File: src/rtl/l0_loader_pkg.sv
// Shared types for the L0 activation loader: FSM states and holding-buffer depth.
package l0_loader_pkg;
  typedef enum logic [1:0] {IDLE, FETCH, DRAIN, DONE} state_t;
  localparam int HOLD_DEPTH = 2;
endpackage

File: src/rtl/l0_loader_hold.sv
// 2-entry holding FIFO between SRAM return and L0; 1-cycle push-to-head latency.
// No internal backpressure: the caller reserves space before pushing; push and pop may coincide.
module l0_loader_hold
  import l0_loader_pkg::*;
#(
  parameter int width = 32
) (
  input  logic             clk,
  input  logic             reset,
  input  logic             push,
  input  logic [width-1:0] push_dat,
  input  logic             pop,
  output logic [width-1:0] head,
  output logic [1:0]       count
);

  logic [width-1:0] mem [HOLD_DEPTH];
  logic             wr_ptr;
  logic             rd_ptr;

  assign head = mem[rd_ptr];

  always_ff @(posedge clk) begin
    if (reset) begin
      for (int i = 0; i < HOLD_DEPTH; i++) mem[i] <= '0;
      wr_ptr <= 1'b0;
      rd_ptr <= 1'b0;
      count  <= '0;
    end else begin
      if (push) begin
        mem[wr_ptr] <= push_dat;
        wr_ptr      <= ~wr_ptr;
      end
      if (pop) rd_ptr <= ~rd_ptr;
      count <= count + 2'(push) - 2'(pop);
    end
  end

endmodule

File: src/rtl/l0_loader.sv
// Streams len consecutive SRAM vectors into L0; first l0_wr 3 cycles after start, then 1/cycle.
// Stalls SRAM reads when L0 drops l0_ready so buffered + in-flight vectors never exceed 2.
module l0_loader
  import l0_loader_pkg::*;
#(
  parameter int row    = 8,
  parameter int bw     = 4,
  parameter int addr_w = 11,
  parameter int len_w  = 12
) (
  input  logic              clk,
  input  logic              reset,
  input  logic              start,
  input  logic [addr_w-1:0] base_addr,
  input  logic [len_w-1:0]  len,
  output logic              sram_cen,
  output logic              sram_wen,
  output logic [addr_w-1:0] sram_addr,
  input  logic [row*bw-1:0] sram_q,
  output logic              l0_wr,
  output logic [row*bw-1:0] l0_in,
  input  logic              l0_ready,
  output logic              busy,
  output logic              done
);

  state_t            state, state_nxt;
  logic [addr_w-1:0] addr;
  logic [len_w-1:0]  len_q;
  logic [len_w-1:0]  issued;
  logic [len_w-1:0]  pushed;
  logic              in_flight;
  logic [1:0]        hold_cnt;
  logic [2:0]        slots_used;
  logic              rd_en;

  l0_loader_hold #(.width(row*bw)) u_hold (
    .clk      (clk),
    .reset    (reset),
    .push     (in_flight),
    .push_dat (sram_q),
    .pop      (l0_wr),
    .head     (l0_in),
    .count    (hold_cnt)
  );

  assign l0_wr = (hold_cnt != 2'd0) & l0_ready;

  // Occupancy after this cycle's pop, so a steady stream keeps one read per cycle.
  assign slots_used = 3'(in_flight) + 3'(hold_cnt) - 3'(l0_wr);
  assign rd_en      = (state == FETCH) && (issued < len_q) && (slots_used < 3'(HOLD_DEPTH));

  assign sram_cen  = ~rd_en;
  assign sram_wen  = 1'b1;
  assign sram_addr = addr;
  assign busy      = (state != IDLE);
  assign done      = (state == DONE);

  always_ff @(posedge clk) begin
    if (reset) begin
      state     <= IDLE;
      addr      <= '0;
      len_q     <= '0;
      issued    <= '0;
      pushed    <= '0;
      in_flight <= 1'b0;
    end else begin
      state     <= state_nxt;
      in_flight <= rd_en;
      if (state == IDLE && start) begin
        addr   <= base_addr;
        len_q  <= len;
        issued <= '0;
        pushed <= '0;
      end
      if (rd_en) begin
        addr   <= addr + addr_w'(1);
        issued <= issued + len_w'(1);
      end
      if (l0_wr) pushed <= pushed + len_w'(1);
    end
  end

  always_comb begin
    state_nxt = state;
    unique case (state)
      IDLE:  if (start) state_nxt = (len == '0) ? DONE : FETCH;
      FETCH: if (rd_en && (issued + len_w'(1) == len_q)) state_nxt = DRAIN;
      DRAIN: if (!in_flight && (pushed + len_w'(l0_wr) == len_q)) state_nxt = DONE;
      DONE:  state_nxt = IDLE;
      default: state_nxt = IDLE;
    endcase
  end

endmodule

File: config.mk
export PLATFORM = sky130hd
export DESIGN_NAME = l0_loader
export DESIGN_NICKNAME = d
export VERILOG_FILES = /design/src/rtl/l0_loader_pkg.sv /design/src/rtl/l0_loader_hold.sv /design/src/rtl/l0_loader.sv
export SDC_FILE = /design/constraint.sdc
export NUM_CORES = 1
export LEC_CHECK = 0
export CORE_MARGIN = 2
export CORE_UTILIZATION = 35
export CTS_CLUSTER_DIAMETER = 80
export CTS_CLUSTER_SIZE = 24
export DETAILED_ROUTE_END_ITERATION = 10
export GPL_ROUTABILITY_DRIVEN = 1
export HOLD_SLACK_MARGIN = 0.15
export PLACE_DENSITY = 0.6
export SKIP_CTS_REPAIR_TIMING = 1
export SYNTH_ARGS = -nofsm -noshare
export SYNTH_HDL_FRONTEND = slang
export SYNTH_HIERARCHICAL = 1
export SYNTH_SLANG_ARGS = --single-unit
File: constraint.sdc
create_clock -name clk -period 3.28 [get_ports clk]
set_input_delay 0.492 -clock clk [delete_from_list [all_inputs] [get_ports clk]]
set_output_delay 0.492 -clock clk [all_outputs]
set_load 0.005 [all_outputs]
==> results.sh <==
export IMPL_port_buffers=105
export IMPL_period_share_pct=96.2
export IMPL_start_kind="register"
export IMPL_vdd_drop_max_uv=374
export IMPL_cts_tree="built"
export IMPL_ys_seq_area_share_pct=45.5
export IMPL_cp_max_fo=2
export IMPL_finalInstanceArea_mm2=0.00860
export IMPL_final_util_pct=46.2
export IMPL_hold_slack_ns=0.484
export IMPL_setup_ws_ns=0.125
export IMPL_grt_pass1_vias=5116
export IMPL_relSlewSlack_pct=50.2
export IMPL_ys_ff_latch=119
export IMPL_slew_violations=0
export IMPL_synth_edf_count=64
export IMPL_hold_violations=0
export IMPL_cts_root_buf="clkbuf_16"
export IMPL_dp_hpwl_mm=11.1
export IMPL_post_place_ws_ns=-0.228
export IMPL_synthMostInstantiatedCell="nor2_1"
export IMPL_synth_common_cells="nor2_1, edfxtp_1, dfxtp_1, nand2_1, a21oi_1"
export IMPL_slowest_stage="fa_2"
export IMPL_crit_start="u_hold/count[1]"
export IMPL_min_path_cells=2
export IMPL_p_per_area_mw_per_mm2=689
export IMPL_postSynthAreaPerCell_um2=9.69
export IMPL_die_x_um=142
export IMPL_cp_cell_sequence="o21ai_2 > clkinv_2 > ha_4 > nand2b_4 > fa_2 > nand4_1 > nor3_4 > inv_2 > dlymetal6s2s_1"
export IMPL_drt_pass1_iter_count=4
export IMPL_cts_sinks=119
export IMPL_hp_start="u_hold/wr_ptr"
export IMPL_ant_nets=0
export IMPL_max_freq_mhz=317
export IMPL_fin_skew_ns=0.00731
export IMPL_synth_cell_area_mm2=0.00665
export IMPL_ys_warn_count=6
export IMPL_grt_use_total_pct=16.3
export IMPL_drt_wl_total_mm=16.0
export IMPL_finalSetupViolations=0
export IMPL_synth_main_ff_cell="edfxtp_1"
export IMPL_synth_nets=772
export IMPL_vias=5307
export IMPL_grt_pass1_wl_mm=25.7
export IMPL_finalCriticalPeriod_ns=3.16
export IMPL_antenna_found_initial=0
export IMPL_worstPathArrival_ns=2.66
export IMPL_status="finished, final reports clean"
export IMPL_io_pins=107
export IMPL_yosys_area_top_type_share_pct=28.9
export IMPL_start_util_pct=35.7
export IMPL_syn_to_final_growth_pct=29.4
export IMPL_cap_violations=0
export IMPL_critPathMaxStageDelay_ns=0.59
export IMPL_async_flop_share_pct=0
export IMPL_cts_max_level=4
export IMPL_synth_area_leaders="edfxtp_1, dfxtp_1, mux2_4"
export IMPL_worst_pin_slew_ns=0.747
export IMPL_drt_iter0_markers=326
export IMPL_dieArea_mm2=0.0201
export IMPL_synth_top_area_cell="edfxtp_1"
export IMPL_drc=0
export IMPL_place_area_mm2=0.00797
export IMPL_r2r_start="u_hold/count[1]"
export IMPL_end_kind="primary output"
export IMPL_reg2reg_depth=12
export IMPL_clk_path_buf_depth=2
export IMPL_cp_depth=9
export IMPL_clk_pin_slew_ns=0.06
export IMPL_die_height_um=142
export IMPL_drive_gt1_share_pct=13.8
export IMPL_fin_nets=884
export IMPL_row_count=50
export IMPL_gp_congestion=0.817
export IMPL_crit_family="adder cells"
export IMPL_critPathBufInv=3
export IMPL_design_power_total_mw=5.93
export IMPL_grt_max_degree=72
export IMPL_vias_per_cell=5.08
export IMPL_antennaDiodeCount=0
export IMPL_core_mm2=0.0186
export IMPL_ys_types=62
export IMPL_clk_latency_ns=0.41
export IMPL_cts_made_buffers=17
export IMPL_hold_class="reg2reg"
export IMPL_overflow=0
export IMPL_cp_data_required_time_ns=2.79
export IMPL_p_leak_nw=3.15
export IMPL_routedWlPerCell_um=15.3
export IMPL_synthCells=686
export IMPL_path_class="reg2out"
stage by stage:
stage / instances / TNS, ns
global route: 1045 / -0.00616
finish: 1045 / 0
global placement: 1012 / -2.62
floorplan: 686 / 0
CTS: 1044 / -0.247
detailed placement: 1012 / -3.77
layout make-up:
class	count	area, um^2
Fill cell	1768	10000
Multi-Input combinational cell	502	3310
Sequential cell	119	3020
Timing Repair Buffer	133	1290
Clock buffer	17	425
Tap cell	234	293
Clock inverter	15	169
Inverter	25	95.1
cell usage in the layout, fill, tap and decap left out, types with 3 or more instances in the layout:
cell             instances
mux2_2                   4
edfxtp_1                64
nand2_1                 54
xnor2_1                 22
clkdlybuf4s50_1        102
clkbuf_16               17
dfxtp_1                 54
ha_1                    25
a31oi_1                  7
and3_1                  11
o21ai_0                 25
buf_4                   26
a311oi_1                 5
inv_6                    3
nand3b_1                 8
xor2_1                   7
or3_1                    5
nor2b_1                  5
mux2_4                  30
nor2_1                 112
nor3_1                   9
nand3_1                 23
a2111oi_0                3
nand4_1                  5
inv_1                   23
nand2b_1                37
nor4_1                   5
a21oi_1                 48
o211ai_1                 3
and2_1                   6
clkinv_4                 4
nor3b_1                  3
power by group:
part / internal, mW / switching [mW]
combinational: 1.13 / 0.979
clock: 1.13 / 0.719
sequential: 1.80 / 0.166
sequential cells by signal (all words and copies together), names as in the netlist, 2 cells and up, named ones only:
signal / cells
u_hold/mem: 64
issued: 12
len_q: 12
pushed: 12
sram_addr: 11
state: 2
u_hold/count: 2
layer usage:
layer	share of wire [%]	vias to the layer above	GRT usage, %
li1	-	2641	-
met2	48	142	27.5
met5	0	-	0
met4	1.2	0	4.53
met3	5.3	18	4.29
met1	45	2506	20.6
kinds of logic (layout without fill, tap and decap cells):
family / after synthesis / after routing / synth area share [%]
fa+ha+maj: 27 / 27 / 5.19
other cells: 1 / 1 / 0.0564
compound gates: 115 / 115 / 10.5
mux: 35 / 35 / 7.60
simple gates: 293 / 293 / 21.6
xor+xnor: 31 / 31 / 4.29
flops: 119 / 119 / 45.5
buf+inv: 65 / 190 / 5.21
final timing paths:
path | to | slack (ns)
worst min-delay path | u_hold/wr_ptr | 0.48
worst max-delay path | sram_cen | 0.12
worst max register to register | issued[2] | 0.27
worst min register to register | u_hold/wr_ptr | 0.48
worst min-delay path, stage by stage (launching register included):
cell and delay (ns):
dfxtp_1 0.31, nand2b_1 0.07, a21oi_1 0.06
No activity file was read; power rests on OpenSTA's default activity.
